--- config.mk ---
export PLATFORM = sky130hd
export DESIGN_NAME = oled_init_sequencer_flat
export DESIGN_NICKNAME = d
export VERILOG_FILES = /design/src/rtl/oled_init_sequencer_if.sv /design/src/rtl/oled_init_sequencer.sv /design/src/flat_wrapper.sv
export SDC_FILE = /design/constraint.sdc
export NUM_CORES = 1
export LEC_CHECK = 0
export ABC_AREA = 1
export ABC_CLOCK_PERIOD_IN_PS = 2700
export BUFFER_PORTS_ARGS = -buffer_cell sky130_fd_sc_hd__buf_2
export CORE_ASPECT_RATIO = 1.25
export CORE_UTILIZATION = 55
export DETAILED_ROUTE_END_ITERATION = 7
export PLACE_DENSITY = 0.83
export RECOVER_POWER = 100
export SLEW_MARGIN = 0
export SYNTH_ARGS = -nofsm -noshare
export SYNTH_HDL_FRONTEND = slang
export SYNTH_SLANG_ARGS = --single-unit
--- constraint.sdc ---
create_clock -name clk -period 2.7 [get_ports clk]
set_clock_uncertainty 0.05 [all_clocks]
set_input_delay 0.27 -clock clk [delete_from_list [all_inputs] [get_ports clk]]
set_output_delay 0.27 -clock clk [all_outputs]
set_load 0.05 [all_outputs]
--- src/rtl/oled_init_sequencer_if.sv ---
// Byte link between the OLED init sequencer, the SPI byte controller and the host.
// master = sequencer side, slave = SPI controller / host side.
interface oled_init_sequencer_if;
   logic       spi_load;
   logic       spi_done;
   logic [7:0] spi_byte;
   logic       oled_dc;
   logic       host_valid;
   logic       host_dc;
   logic [7:0] host_data;
   logic       host_ready;

   modport master (
      output spi_load, spi_byte, oled_dc, host_ready,
      input  spi_done, host_valid, host_dc, host_data
   );

   modport slave (
      input  spi_load, spi_byte, oled_dc, host_ready,
      output spi_done, host_valid, host_dc, host_data
   );
endinterface

--- src/rtl/oled_init_sequencer.sv ---
// SSD1306 power-up/command sequencer feeding the SPI byte controller, then host byte arbitration.
// Optional GDDRAM clear pass after init is built when OLED_CLEAR_EN is defined.
//
// state    | meaning
// S_SYNC   | wait for spi_done low
// S_VDD    | logic rail on, wait VDD_DLY
// S_CMD_A  | send 0xAE (display off)
// S_RST_LO | res_n low for RST_DLY
// S_RST_HI | res_n high, settle RST_DLY
// S_CMD_B  | send charge-pump / precharge commands
// S_VBAT   | panel rail on, wait VBAT_DLY
// S_CMD_C  | send contrast/remap/addressing commands, display on
// S_CLEAR  | write CLEAR_BYTES zero data bytes (OLED_CLEAR_EN only)
// S_READY  | init done, forward host bytes
module oled_init_sequencer #(
   parameter int unsigned VDD_DLY     = 100_000,
   parameter int unsigned RST_DLY     = 1_000,
   parameter int unsigned VBAT_DLY    = 10_000_000,
   parameter int unsigned CLEAR_BYTES = 512
) (
   input  logic                      clk,
   input  logic                      reset,
   oled_init_sequencer_if.master     bus,
   output logic                      oled_res_n,
   output logic                      oled_vdd_n,
   output logic                      oled_vbat_n,
   output logic                      init_done
);

   if (VDD_DLY < 1 || VDD_DLY > 24'hFF_FFFF || RST_DLY < 1 || RST_DLY > 24'hFF_FFFF ||
       VBAT_DLY < 1 || VBAT_DLY > 24'hFF_FFFF || CLEAR_BYTES < 1 || CLEAR_BYTES > 1024) begin : g_bad_param
      $error("oled_init_sequencer: parameter out of range");
   end

   typedef enum logic [3:0] {
      S_SYNC, S_VDD, S_CMD_A, S_RST_LO, S_RST_HI, S_CMD_B, S_VBAT, S_CMD_C, S_CLEAR, S_READY
   } state_t;

   typedef enum logic [1:0] {PH_IDLE, PH_REQ, PH_ACK} phase_t;

   localparam logic [23:0] VDD_LD  = 24'(VDD_DLY - 1);
   localparam logic [23:0] RST_LD  = 24'(RST_DLY - 1);
   localparam logic [23:0] VBAT_LD = 24'(VBAT_DLY - 1);
   localparam logic [3:0]  PTR_B_LAST = 4'd4;
   localparam logic [3:0]  PTR_C_LAST = 4'd13;

   function automatic logic [7:0] init_rom(input logic [3:0] idx);
      logic [7:0] b;
      case (idx)
         4'd0:    b = 8'hAE;
         4'd1:    b = 8'h8D;
         4'd2:    b = 8'h14;
         4'd3:    b = 8'hD9;
         4'd4:    b = 8'hF1;
         4'd5:    b = 8'h81;
         4'd6:    b = 8'h0F;
         4'd7:    b = 8'hA0;
         4'd8:    b = 8'hC0;
         4'd9:    b = 8'hDA;
         4'd10:   b = 8'h00;
         4'd11:   b = 8'h20;
         4'd12:   b = 8'h00;
         4'd13:   b = 8'hAF;
         default: b = 8'h00;
      endcase
      return b;
   endfunction

   state_t      state_q, state_d;
   phase_t      phase_q, phase_d;
   logic [3:0]  ptr_q, ptr_d;
   logic [23:0] cnt_q, cnt_d;
   logic        spi_load_q, spi_load_d;
   logic [7:0]  spi_byte_q, spi_byte_d;
   logic        oled_dc_q, oled_dc_d;
   logic        res_n_q, res_n_d;
   logic        vdd_n_q, vdd_n_d;
   logic        vbat_n_q, vbat_n_d;
   logic        init_done_q, init_done_d;
   logic        host_ready_q, host_ready_d;
   logic        byte_done;
   logic        start_rom;
   logic        enter_ready;
`ifdef OLED_CLEAR_EN
   localparam logic [9:0] CLR_LAST = 10'(CLEAR_BYTES - 1);
   logic [9:0]  clr_q, clr_d;
   logic        start_clr;
`endif

   always_ff @(posedge clk) begin
      if (reset) begin
         state_q      <= S_SYNC;
         phase_q      <= PH_IDLE;
         ptr_q        <= '0;
         cnt_q        <= '0;
         spi_load_q   <= 1'b0;
         spi_byte_q   <= 8'h00;
         oled_dc_q    <= 1'b0;
         res_n_q      <= 1'b1;
         vdd_n_q      <= 1'b1;
         vbat_n_q     <= 1'b1;
         init_done_q  <= 1'b0;
         host_ready_q <= 1'b0;
`ifdef OLED_CLEAR_EN
         clr_q        <= '0;
`endif
      end else begin
         state_q      <= state_d;
         phase_q      <= phase_d;
         ptr_q        <= ptr_d;
         cnt_q        <= cnt_d;
         spi_load_q   <= spi_load_d;
         spi_byte_q   <= spi_byte_d;
         oled_dc_q    <= oled_dc_d;
         res_n_q      <= res_n_d;
         vdd_n_q      <= vdd_n_d;
         vbat_n_q     <= vbat_n_d;
         init_done_q  <= init_done_d;
         host_ready_q <= host_ready_d;
`ifdef OLED_CLEAR_EN
         clr_q        <= clr_d;
`endif
      end
   end

   always_comb begin
      state_d      = state_q;
      phase_d      = phase_q;
      ptr_d        = ptr_q;
      cnt_d        = cnt_q;
      spi_load_d   = spi_load_q;
      spi_byte_d   = spi_byte_q;
      oled_dc_d    = oled_dc_q;
      res_n_d      = res_n_q;
      vdd_n_d      = vdd_n_q;
      vbat_n_d     = vbat_n_q;
      init_done_d  = init_done_q;
      host_ready_d = host_ready_q;
      byte_done    = 1'b0;
      start_rom    = 1'b0;
      enter_ready  = 1'b0;
`ifdef OLED_CLEAR_EN
      clr_d        = clr_q;
      start_clr    = 1'b0;
`endif

      // Shared REQ/ACK handshake; each state only decides what follows a completed byte.
      if (phase_q == PH_REQ && bus.spi_done) begin
         phase_d    = PH_ACK;
         spi_load_d = 1'b0;
      end
      if (phase_q == PH_ACK && !bus.spi_done) begin
         byte_done = 1'b1;
      end

      case (state_q)
         S_SYNC: begin
            if (!bus.spi_done) begin
               state_d = S_VDD;
               cnt_d   = VDD_LD;
               vdd_n_d = 1'b0;
            end
         end
         S_VDD: begin
            if (cnt_q == 24'd0) begin
               state_d   = S_CMD_A;
               start_rom = 1'b1;
            end else begin
               cnt_d = cnt_q - 24'd1;
            end
         end
         S_CMD_A: begin
            if (byte_done) begin
               ptr_d   = ptr_q + 4'd1;
               phase_d = PH_IDLE;
               state_d = S_RST_LO;
               cnt_d   = RST_LD;
               res_n_d = 1'b0;
            end
         end
         S_RST_LO: begin
            if (cnt_q == 24'd0) begin
               state_d = S_RST_HI;
               cnt_d   = RST_LD;
               res_n_d = 1'b1;
            end else begin
               cnt_d = cnt_q - 24'd1;
            end
         end
         S_RST_HI: begin
            if (cnt_q == 24'd0) begin
               state_d   = S_CMD_B;
               start_rom = 1'b1;
            end else begin
               cnt_d = cnt_q - 24'd1;
            end
         end
         S_CMD_B: begin
            if (byte_done) begin
               ptr_d = ptr_q + 4'd1;
               if (ptr_q == PTR_B_LAST) begin
                  phase_d  = PH_IDLE;
                  state_d  = S_VBAT;
                  cnt_d    = VBAT_LD;
                  vbat_n_d = 1'b0;
               end else begin
                  start_rom = 1'b1;
               end
            end
         end
         S_VBAT: begin
            if (cnt_q == 24'd0) begin
               state_d   = S_CMD_C;
               start_rom = 1'b1;
            end else begin
               cnt_d = cnt_q - 24'd1;
            end
         end
         S_CMD_C: begin
            if (byte_done) begin
               ptr_d = ptr_q + 4'd1;
               if (ptr_q == PTR_C_LAST) begin
`ifdef OLED_CLEAR_EN
                  state_d   = S_CLEAR;
                  clr_d     = '0;
                  start_clr = 1'b1;
`else
                  enter_ready = 1'b1;
`endif
               end else begin
                  start_rom = 1'b1;
               end
            end
         end
`ifdef OLED_CLEAR_EN
         S_CLEAR: begin
            if (byte_done) begin
               if (clr_q == CLR_LAST) begin
                  enter_ready = 1'b1;
               end else begin
                  clr_d     = clr_q + 10'd1;
                  start_clr = 1'b1;
               end
            end
         end
`endif
         S_READY: begin
            if (phase_q == PH_IDLE) begin
               if (bus.host_valid && host_ready_q) begin
                  phase_d      = PH_REQ;
                  spi_load_d   = 1'b1;
                  spi_byte_d   = bus.host_data;
                  oled_dc_d    = bus.host_dc;
                  host_ready_d = 1'b0;
               end
            end else if (byte_done) begin
               phase_d      = PH_IDLE;
               host_ready_d = 1'b1;
            end
         end
         default: begin
            state_d = S_SYNC;
            phase_d = PH_IDLE;
         end
      endcase

      if (start_rom) begin
         phase_d    = PH_REQ;
         spi_load_d = 1'b1;
         spi_byte_d = init_rom(ptr_d);
         oled_dc_d  = 1'b0;
      end
`ifdef OLED_CLEAR_EN
      if (start_clr) begin
         phase_d    = PH_REQ;
         spi_load_d = 1'b1;
         spi_byte_d = 8'h00;
         oled_dc_d  = 1'b1;
      end
`endif
      if (enter_ready) begin
         state_d      = S_READY;
         phase_d      = PH_IDLE;
         init_done_d  = 1'b1;
         host_ready_d = 1'b1;
      end
   end

   assign bus.spi_load   = spi_load_q;
   assign bus.spi_byte   = spi_byte_q;
   assign bus.oled_dc    = oled_dc_q;
   assign bus.host_ready = host_ready_q;
   assign oled_res_n     = res_n_q;
   assign oled_vdd_n     = vdd_n_q;
   assign oled_vbat_n    = vbat_n_q;
   assign init_done      = init_done_q;

endmodule

--- src/flat_wrapper.sv ---
// flat-port wrapper written by rule: the top's interface ports become plain ports
module oled_init_sequencer_flat 
#(
   parameter int unsigned VDD_DLY     = 100_000,
   parameter int unsigned RST_DLY     = 1_000,
   parameter int unsigned VBAT_DLY    = 10_000_000,
   parameter int unsigned CLEAR_BYTES = 512
)
  (clk, reset, oled_res_n, oled_vdd_n, oled_vbat_n, init_done, bus_spi_load, bus_spi_byte, bus_oled_dc, bus_host_ready, bus_spi_done, bus_host_valid, bus_host_dc, bus_host_data);
  oled_init_sequencer_if bus_i ();
  input  logic clk;
  input  logic reset;
  output logic oled_res_n;
  output logic oled_vdd_n;
  output logic oled_vbat_n;
  output logic init_done;
  output wire logic [$bits(bus_i.spi_load)-1:0] bus_spi_load;
  output wire logic [$bits(bus_i.spi_byte)-1:0] bus_spi_byte;
  output wire logic [$bits(bus_i.oled_dc)-1:0] bus_oled_dc;
  output wire logic [$bits(bus_i.host_ready)-1:0] bus_host_ready;
  input wire logic [$bits(bus_i.spi_done)-1:0] bus_spi_done;
  input wire logic [$bits(bus_i.host_valid)-1:0] bus_host_valid;
  input wire logic [$bits(bus_i.host_dc)-1:0] bus_host_dc;
  input wire logic [$bits(bus_i.host_data)-1:0] bus_host_data;
  assign bus_spi_load = bus_i.spi_load;
  assign bus_spi_byte = bus_i.spi_byte;
  assign bus_oled_dc = bus_i.oled_dc;
  assign bus_host_ready = bus_i.host_ready;
  assign bus_i.spi_done = bus_spi_done;
  assign bus_i.host_valid = bus_host_valid;
  assign bus_i.host_dc = bus_host_dc;
  assign bus_i.host_data = bus_host_data;
  oled_init_sequencer #(.VDD_DLY(VDD_DLY), .RST_DLY(RST_DLY), .VBAT_DLY(VBAT_DLY), .CLEAR_BYTES(CLEAR_BYTES)) u_core (.clk(clk), .reset(reset), .bus(bus_i), .oled_res_n(oled_res_n), .oled_vdd_n(oled_vdd_n), .oled_vbat_n(oled_vbat_n), .init_done(init_done));
endmodule
==> results.sh, run 1 <==
export IMPL_worst_path_buf_inv=3
export IMPL_cts_inserted_buffers=5
export IMPL_io_buffers=27
export IMPL_clk_pin_slew_worst_paths_ns=0.10
export IMPL_seq_area_frac_synth_pct=28.9
export IMPL_layout_drive_gt1_share_pct=7.14
export IMPL_switchingPower_uw=1800
export IMPL_via_per_inst=5.31
export IMPL_path_cells="nor2_2 > nand2_1 > nor2_1 > clkinv_1 > nand2_1 > nor2_1 > nand2_2 > inv_2 > a21oi_1 > inv_2 > a21oi_1"
export IMPL_rows=31
export IMPL_power_share_clock_pct=17.3
export IMPL_end_kind="flop"
export IMPL_antenna_found_initial=0
export IMPL_hold_worst_slack_ns=0.210
export IMPL_die_area_mm2=0.00648
export IMPL_holdCritPathClass="primary input to flop"
export IMPL_cp_startpoint="u_core.state_q[3]"
export IMPL_crit_arrival_ns=2.67
export IMPL_cpPeakStageDelay_ns=0.37
export IMPL_start_util_pct=57.9
export IMPL_antenna_left=0
export IMPL_core_mm2=0.00586
export IMPL_grt_pass1_wl_um=14300
export IMPL_critical_path_class="flop to flop"
export IMPL_clock_tree_root_cell="clkbuf_8"
export IMPL_powerDensity_mw_per_mm2=1000
export IMPL_synth_seq_cells=49
export IMPL_setup_viol=0
export IMPL_area_delta_synth_final_pct=7.97
export IMPL_power_internal_uw=1860
export IMPL_seqPwrFrac_pct=28.0
export IMPL_max_freq_ghz=0.405
export IMPL_dp_hpwl_um=6230
export IMPL_n_antenna_cell=0
export IMPL_min_delay_start="bus_spi_done"
export IMPL_grt_max_degree=22
export IMPL_die_y_um=89.8
export IMPL_finalHoldViolCount=0
export IMPL_synth_area_mm2=0.00339
export IMPL_slew_violations=0
export IMPL_dr_pass1_iters=6
export IMPL_ctsHtreeMaxLevel=2
export IMPL_leakagePower_uw=0.00173
export IMPL_vdd_ir_drop_max_mv=0.540
export IMPL_synth_cell_types=36
export IMPL_ios=28
export IMPL_rsz0062_at_grt="false"
export IMPL_fin_nets=611
export IMPL_synth_warnings=0
export IMPL_synthCells=562
export IMPL_drc=0
export IMPL_die_x_um=72.2
export IMPL_period_share_pct=91.5
export IMPL_worstPathRequired_ns=2.90
export IMPL_track_usage_pct=26.9
export IMPL_clock_sinks=49
export IMPL_worstMarginPinSlew_ns=0.611
export IMPL_cts_tree="done"
export IMPL_syn_nets=586
export IMPL_grt_overflow=0
export IMPL_maxSlewHeadroom_pct=59.2
export IMPL_post_route_min_period_ns=2.47
export IMPL_critPathSlowestCell="dfxtp_1"
export IMPL_r2r_start="u_core.state_q[3]"
export IMPL_num_vias=3555
export IMPL_critPathTopFamily="simple AND/OR/NAND/NOR gates"
export IMPL_drv_cap=0
export IMPL_hold_buffers=0
export IMPL_worstSkewPairLatency_ns=0.31
export IMPL_clk_path_buf_depth=2
export IMPL_wirelength_um=8300
export IMPL_run_status="completed"
export IMPL_startpoint_type="flop"
export IMPL_routabilityCongestion=0.981
export IMPL_synth_avg_cell_area_um2=6.03
export IMPL_grt_pass1_vias=3237
export IMPL_crit_path_max_fanout=21
export IMPL_finalSetupTns_ns=0
export IMPL_route_detailed_wl_per_inst_um=12.4
export IMPL_ctsResizeCount=0
export IMPL_drtIter0Drc=282
export IMPL_switching_share_pct=49.2
export IMPL_cts_setup_buffers=0
export IMPL_comb_power_share_pct=54.7
power groups by stage:
stage | Sequential (uW) | Combinational, uW | Clock [uW]
floorplan | 1050 | 1600 | 0
global placement | 1030 | 1960 | 0
finish | 1030 | 2000 | 633
CTS | 1020 | 2000 | 638
global route | 1050 | 2270 | 671
detailed placement | 1040 | 1990 | 0
cells in the final DEF (no fill, tap or decap), types with 2 or more instances in the layout:
cell type	n
dfxtp_1	49
nand2_2	2
nor2_4	3
xor2_1	7
nor4_1	2
bufinv_16	2
a21oi_1	29
nor3_1	7
inv_2	5
xnor2_1	4
clkbuf_1	15
ha_1	11
nor2_1	117
o31ai_1	3
or2_2	3
o21a_1	2
o21ai_0	36
nor2_2	4
buf_2	12
o211ai_1	3
clkbuf_8	5
nand3_1	42
a31oi_1	2
inv_1	64
nand2_1	143
nand4_1	7
worst min-delay path, delay by kind of cell:
| kind | cells | cell delay, ns |
|---|---|---|
| AO/OA/AOI/OAI | 1 | 0.09 |
| AND/OR/NAND/NOR | 1 | 0.06 |
| buffers and inverters | 1 | 0.13 |
cell usage after synthesis:
cell type,number,area [um^2]
nand2_1,141,529
nor2_1,117,439
inv_1,64,240
dfxtp_1,49,981
nand3_1,41,205
o21ai_0,36,180
a21oi_1,28,140
ha_1,11,138
nand4_1,7,43.8
nor3_1,7,35.0
xor2_1,7,61.3
inv_2,5,18.8
nand2_2,4,25.0
nor2_2,4,25.0
xnor2_1,4,35.0
buf_6,3,33.8
nor2_4,3,33.8
o211ai_1,3,22.5
o31ai_1,3,22.5
or2_2,3,18.8
a31oi_1,2,12.5
buf_2,2,10.0
clkbuf_1,2,7.51
nand3_2,2,20.0
nor4_1,2,12.5
o21a_1,2,15.0
a211oi_1,1,7.51
a21oi_2,1,8.76
buf_1,1,3.75
buf_4,1,7.51
clkbuf_8,1,13.8
clkinv_1,1,3.75
clkinv_2,1,5.00
nand2_4,1,11.3
o21ai_4,1,16.3
o22ai_1,1,6.26
routing by layer:
layer  track usage [%]  vias up  routed length [um]
met1              33.0     1581                3570
met5                 0        -                   0
li1                  -     1830                   -
met3              3.14       18                 396
met2              47.5      126                4190
met4              9.48        0                 141
per-stage QoR:
step	instances	util (%)	area, um^2	total power (uW)	setup WS (ns)
CTS	670	63.0	3690	3660	0.307
global placement	662	60.8	3560	2990	0.427
global route	670	62.5	3660	3990	0.0104
detailed placement	662	60.8	3560	3030	0.311
floorplan	562	-	3390	2650	0.792
finish	670	62.5	3660	3660	0.230
sequential cells by signal, indices dropped and copies added (netlist names):
name,count
u_core.phase_q,2
u_core.oled_vbat_n,1
u_core.oled_res_n,1
u_core.cnt_q,24
u_core.bus.spi_byte,8
u_core.state_q,4
u_core.bus.oled_dc,1
u_core.bus.spi_load,1
u_core.init_done,1
u_core.oled_vdd_n,1
u_core.bus.host_ready,1
u_core.ptr_q,4
area by class of cell:
class | instances | area, um^2
flip-flops and latches | 49 | 981
fillers | 577 | 2200
repair buffers | 28 | 124
multi-input cells | 432 | 2050
clock buffers | 5 | 68.8
well taps | 82 | 103
inverters | 71 | 268
clock inverters | 3 | 65.1
final timing paths:
check,to,slack (ns),cells past startpoint
hold reg to reg,u_core.oled_vdd_n,0.42,2
setup / recovery,u_core.cnt_q[14],0.23,11
setup reg to reg,u_core.cnt_q[14],0.23,11
hold / removal,u_core.oled_vdd_n,0.21,3
logic make-up after synthesis:
logic type,synth area share [%]
XOR/XNOR,2.84
buffers and inverters,10.2
adder cells (fa/ha/maj),4.06
flip-flops,28.9
AO/OA/AOI/OAI,12.7
AND/OR/NAND/NOR,41.3
(Power assumes the default switching activity.)
==> run 2, diff against run 1 <==
--- a/config.mk
+++ b/config.mk
@@ -6,7 +6,7 @@
 export NUM_CORES = 1
 export LEC_CHECK = 0
 export ABC_AREA = 1
-export ABC_CLOCK_PERIOD_IN_PS = 2700
+export ABC_CLOCK_PERIOD_IN_PS = 2750
 export BUFFER_PORTS_ARGS = -buffer_cell sky130_fd_sc_hd__buf_2
 export CORE_ASPECT_RATIO = 1.25
 export CORE_UTILIZATION = 55
==> constraint.sdc (replaced) <==
create_clock -name clk -period 2.75 [get_ports clk]
set_clock_uncertainty 0.05 [all_clocks]
set_input_delay 0.275 -clock clk [delete_from_list [all_inputs] [get_ports clk]]
set_output_delay 0.275 -clock clk [all_outputs]
set_load 0.05 [all_outputs]
==> run 2 against run 1 <==
Core utilization decreased by 0.36 points. Combinational power about the same. Global-route usage increased by 0.45 points. Largest power group unchanged. Sequential power about the same. Critical path depth unchanged. Worst hold slack improved by 0.0038 ns. Via count increased by 0.53%. First-iteration DRC count decreased by 21%. Clock power decreased by 13%. Critical endpoint unchanged.
==> results.sh, run 2 (synthesis results as in run 1) <==
export IMPL_grt_pass1_wl_um=14500
export IMPL_holdCritPathClass="primary input to flop"
export IMPL_num_vias=3574
export IMPL_min_delay_start="bus_spi_done"
export IMPL_maxSlewHeadroom_pct=59.1
export IMPL_antenna_found_initial=0
export IMPL_ios=28
export IMPL_finalSetupTns_ns=0
export IMPL_powerDensity_mw_per_mm2=970
export IMPL_post_route_min_period_ns=2.41
export IMPL_startpoint_type="flop"
export IMPL_dp_hpwl_um=6250
export IMPL_multi_input_area_mm2=0.00205
export IMPL_drv_cap=0
export IMPL_seqCellArea_um2=981
export IMPL_clock_sinks=49
export IMPL_start_util_pct=57.9
export IMPL_io_buffers=27
export IMPL_r2r_start="u_core.state_q[3]"
export IMPL_clk_path_buf_depth=2
export IMPL_hold_buffers=0
export IMPL_fin_nets=610
export IMPL_end_kind="flop"
export IMPL_period_share_pct=87.6
export IMPL_ctsResizeCount=0
export IMPL_grt_max_degree=23
export IMPL_route_detailed_wl_per_inst_um=12.5
export IMPL_cpPeakStageDelay_ns=0.38
export IMPL_rows=31
export IMPL_setup_viol=0
export IMPL_clk_pin_slew_worst_paths_ns=0.09
export IMPL_antenna_left=0
export IMPL_ctsHtreeMaxLevel=2
export IMPL_wirelength_um=8370
export IMPL_leakagePower_uw=0.00171
export IMPL_drtIter0Drc=222
export IMPL_die_area_mm2=0.00648
export IMPL_die_y_um=89.8
export IMPL_grt_overflow=0
export IMPL_area_delta_synth_final_pct=7.35
export IMPL_run_status="completed"
export IMPL_rsz0062_at_grt="false"
export IMPL_grt_pass1_vias=3410
export IMPL_die_x_um=72.2
export IMPL_worstMarginPinSlew_ns=0.616
export IMPL_design_area_mm2=0.00364
export IMPL_crit_arrival_ns=2.59
export IMPL_worstPathRequired_ns=2.93
export IMPL_final_cell_mix="nand2_1, nor2_1, inv_1, dfxtp_1, nand3_1"
export IMPL_via_per_inst=5.34
export IMPL_critPathSlowestCell="dfxtp_1"
export IMPL_regMostFlops="u_core.cnt_q"
export IMPL_critical_path_class="flop to flop"
export IMPL_finalHoldViolCount=0
export IMPL_crit_path_max_fanout=21
export IMPL_r2r_end="u_core.cnt_q[14]"
export IMPL_path_cells="nor2_2 > nand2_1 > nor2_1 > clkinv_1 > nand2_1 > nor2_1 > nand2_2 > inv_2 > a21oi_1 > inv_2 > a21oi_1"
export IMPL_drc=0
export IMPL_max_freq_ghz=0.415
export IMPL_nFillCells=588
export IMPL_worstSkewPairLatency_ns=0.30
export IMPL_clock_tree_root_cell="clkbuf_8"
export IMPL_layout_commonest_cell="nand2_1"
export IMPL_largest_reg_flops=24
export IMPL_core_mm2=0.00586
export IMPL_cts_setup_buffers=0
export IMPL_n_antenna_cell=0
export IMPL_slew_violations=0
export IMPL_vdd_ir_drop_max_mv=0.535
export IMPL_routabilityCongestion=0.972
export IMPL_r2r_cells=11
export IMPL_track_usage_pct=27.4
export IMPL_postPlaceCellArea_mm2=0.00355
export IMPL_reg2reg_setup_slack_ns=0.34
export IMPL_cts_tree="done"
export IMPL_hold_path_depth=3
export IMPL_dr_pass1_iters=5
export IMPL_layout_drive_gt1_share_pct=6.98
export IMPL_min_to="u_core.oled_vdd_n"
export IMPL_cts_inserted_buffers=5
run 2: cell types whose count changed in the layout (fill, tap and decap cells not counted):
| cell | before | now |
|---|---|---|
| clkbuf_1 | 15 | 16 |
| clkbuf_8 | 5 | 6 |
| buf_4 | 1 | 0 |
| bufinv_16 | 2 | 1 |
| clkinv_2 | 1 | 0 |
| a21oi_1 | 29 | 28 |
| a21oi_2 | 0 | 1 |
run 2: per-stage QoR:
stage / instances / worst slack (ns) / utilization (%) / hold WS, ns / power [uW]
6_report: 669 / 0.340 / 62.1 / 0.214 / 3530
4_1_cts: 669 / 0.368 / 62.6 / 0.210 / 3520
3_5_place_dp: 661 / 0.404 / 60.6 / 0.398 / 2970
2_1_floorplan: 562 / 0.842 / - / 0.363 / 2600
3_3_place_gp: 661 / 0.493 / 60.6 / 0.397 / 2930
5_1_grt: 669 / 0.0526 / 62.1 / 0.272 / 3870
run 2: how the worst max path moves through the flow:
stage	startpoint	end	slack, ns	cells past startpoint
2_1_floorplan	u_core.ptr_q[0]	u_core.bus.spi_byte[5]	0.84	13
5_1_grt	u_core.state_q[2]	u_core.cnt_q[13]	0.05	11
6_report	u_core.state_q[3]	u_core.cnt_q[14]	0.34	11
4_1_cts	u_core.state_q[3]	u_core.cnt_q[14]	0.37	11
3_5_place_dp	u_core.state_q[3]	u_core.cnt_q[14]	0.40	11
3_3_place_gp	u_core.state_q[3]	u_core.bus.spi_byte[3]	0.49	15
run 2: area by class of cell:
class                           instances  area share [%]
Clock inverter                          1           0.825
Timing Repair Buffer                   27            3.20
Clock buffer                            7            2.37
Tap cell                               82            2.82
Sequential cell                        49            27.0
Inverter                               71            7.36
Multi-Input combinational cell        432            56.5
run 2: routing by layer:
| metal | vias up | track usage [%] | share of wire [%] | wire length (um) |
|---|---|---|---|---|
| met5 | - | 0 | 0 | 0 |
| met4 | 0 | 12.4 | 2.9 | 246 |
| met3 | 31 | 3.48 | 3.8 | 320 |
| met2 | 112 | 48.7 | 51 | 4250 |
| met1 | 1610 | 31.9 | 42 | 3550 |
| li1 | 1821 | - | - | - |
run 2: critical path, delay by kind of cell (launching register included):
family	cells	cell delay (ns)
AO/OA/AOI/OAI	2	0.38
buffers and inverters	3	0.43
flip-flops	1	0.38
AND/OR/NAND/NOR	6	1.09
run 2: where the power goes:
group	leakage (uW)	switching (uW)	internal, uW
sequential	0.000400	158	856
combinational	0.00126	1360	609
clock	0.0000585	251	297
total	0.00171	1770	1760
==> run 3, diff against run 2 <==
--- a/config.mk
+++ b/config.mk
@@ -8,10 +8,12 @@
 export ABC_AREA = 1
 export ABC_CLOCK_PERIOD_IN_PS = 2750
 export BUFFER_PORTS_ARGS = -buffer_cell sky130_fd_sc_hd__buf_2
+export CELL_PAD_IN_SITES_DETAIL_PLACEMENT = 2
+export CELL_PAD_IN_SITES_GLOBAL_PLACEMENT = 2
 export CORE_ASPECT_RATIO = 1.25
-export CORE_UTILIZATION = 55
+export CORE_UTILIZATION = 32
 export DETAILED_ROUTE_END_ITERATION = 7
-export PLACE_DENSITY = 0.83
+export PLACE_DENSITY = 0.89
 export RECOVER_POWER = 100
 export SLEW_MARGIN = 0
 export SYNTH_ARGS = -nofsm -noshare
==> run 3 against run 2 <==
Register-to-register slack got worse by 0.09 ns. First-iteration DRC count decreased by 49%. Fmax decreased by 3.8%. Wire length increased by 52%. Sequential power about the same. Critical endpoint is now u_core.bus.spi_byte[5]. Largest power group unchanged. Highest routed layer unchanged.
==> results.sh, run 3 (synthesis results as in run 1) <==
export IMPL_grt_pass1_wl_um=21100
export IMPL_io_buffers=27
export IMPL_nFillCells=1334
export IMPL_largest_reg_flops=24
export IMPL_die_x_um=94.1
export IMPL_cts_tree="done"
export IMPL_vdd_ir_drop_max_mv=0.297
export IMPL_clock_tree_root_cell="clkbuf_16"
export IMPL_rsz0062_at_grt="false"
export IMPL_clock_sinks=49
export IMPL_hold_worst_slack_ns=0.242
export IMPL_finalHoldViolCount=0
export IMPL_drtIter0Drc=113
export IMPL_via_per_inst=5.20
export IMPL_dr_pass1_iters=4
export IMPL_area_delta_synth_final_pct=10.9
export IMPL_final_cell_mix="nand2_1, nor2_1, inv_1, dfxtp_1, nand3_1"
export IMPL_regMostFlops="u_core.cnt_q"
export IMPL_switching_share_pct=51.1
export IMPL_drv_cap=0
export IMPL_drc=0
export IMPL_final_util_pct=36.8
export IMPL_track_usage_pct=25.1
export IMPL_worstSkewPairLatency_ns=0.30
export IMPL_maxSlewHeadroom_pct=52.0
export IMPL_grt_overflow=0
export IMPL_worstMarginPinSlew_ns=0.719
export IMPL_layout_commonest_cell="nand2_1"
export IMPL_crit_arrival_ns=2.63
export IMPL_rows=41
export IMPL_wirelength_um=12800
export IMPL_switchingPower_uw=2020
export IMPL_crit_path_max_fanout=11
export IMPL_grt_pass1_vias=4221
export IMPL_finalSetupTns_ns=0
export IMPL_seqPwrFrac_pct=26.1
export IMPL_route_detailed_wl_per_inst_um=17.8
export IMPL_antenna_found_initial=0
export IMPL_startpoint_type="flop"
export IMPL_max_freq_ghz=0.399
export IMPL_cts_setup_buffers=0
export IMPL_post_route_min_period_ns=2.50
export IMPL_layout_drive_gt1_share_pct=7.13
export IMPL_worst_path_buf_inv=1
export IMPL_num_vias=3735
export IMPL_grt_max_degree=22
export IMPL_path_common_cell="nand2_1"
export IMPL_antenna_left=0
export IMPL_reg2reg_setup_slack_ns=0.25
export IMPL_critical_path_class="flop to flop"
export IMPL_cts_inserted_buffers=5
export IMPL_period_share_pct=91.1
export IMPL_power_internal_uw=1930
export IMPL_fin_nets=612
export IMPL_critPathSlowestCell="dfxtp_1"
export IMPL_clk_path_buf_depth=2
export IMPL_n_antenna_cell=0
export IMPL_ios=28
export IMPL_core_mm2=0.0102
export IMPL_dp_hpwl_um=9670
export IMPL_run_status="completed"
export IMPL_powerDensity_mw_per_mm2=1050
export IMPL_worstPathRequired_ns=2.88
export IMPL_routabilityCongestion=0.858
export IMPL_start_util_pct=33.2
export IMPL_leakagePower_uw=0.00176
export IMPL_critPathTopFamily="simple AND/OR/NAND/NOR gates"
export IMPL_die_area_mm2=0.0110
export IMPL_path_cells="nor2_2 > nand2_2 > nand2_1 > nand3_1 > nand2_1 > inv_1 > ha_1 > nand3_1 > nand2_1 > nand2_1 > nand3_1 > nand2_1 > a21oi_1"
export IMPL_setup_viol=0
export IMPL_power_share_clock_pct=19.0
export IMPL_holdCritPathClass="primary input to flop"
export IMPL_ctsHtreeMaxLevel=2
export IMPL_die_y_um=117
export IMPL_clk_pin_slew_worst_paths_ns=0.07
export IMPL_cpPeakStageDelay_ns=0.38
export IMPL_slew_violations=0
export IMPL_comb_power_share_pct=54.9
export IMPL_end_kind="flop"
## run 3: area by class of cell
cell class                 count  area, um^2  share of cell area (%)
clock buffer                   6         139                    3.69
clock inverter                 2        37.5                   0.998
inverter                      71         268                    7.12
multi-input combinational    432        2040                    54.3
sequential                    49         981                    26.1
tap                          129         161                    4.29
timing repair buffer          29         131                    3.49
## run 3: final timing paths
kind,depth (start not counted),from,endpoint
hold / removal,3,bus_spi_done,u_core.oled_vdd_n
setup reg to reg,13,u_core.state_q[3],u_core.bus.spi_byte[5]
hold reg to reg,2,u_core.oled_vdd_n,u_core.oled_vdd_n
setup / recovery,13,u_core.state_q[3],u_core.bus.spi_byte[5]
## run 3: timing repair
item,in CTS,in global routing
setup endpoints to repair,0,7
gates resized for setup,0,1
hold buffers,0,0
endpoints found under the hold margin,0,0
## run 3: tightest hold or removal path, delay by kind of cell
kind	cells	cell delay (ns)
simple gates	1	0.06
compound gates	1	0.10
buf+inv	1	0.13
## run 3: metrics by stage
stage | instances | instance area [um^2] | total power [uW] | setup slack, ns
finish | 718 | 3760 | 3950 | 0.246
global route | 718 | 3760 | 4320 | 0.0293
CTS | 718 | 3800 | 4020 | 0.171
detailed placement | 710 | 3620 | 3200 | 0.233
global placement | 710 | 3620 | 3050 | 0.449
floorplan | 562 | 3390 | 2600 | 0.842
## run 3: power groups by stage
stage          clock network (uW)  registers [uW]  logic [uW]
6_report                      751            1030        2170
5_1_grt                       795            1060        2470
4_1_cts                       772            1030        2220
3_5_place_dp                    0            1040        2160
3_3_place_gp                    0            1030        2030
2_1_floorplan                   0            1030        1570
## run 3: per-layer routing
layer / global-route usage, % / vias to the layer above / routed length [um]
met3: 3.17 / 24 / 341
met1: 27.2 / 1820 / 5200
met4: 9.23 / 0 / 299
li1: - / 1830 / -
met5: 0 / - / 0
met2: 49.4 / 61 / 6920
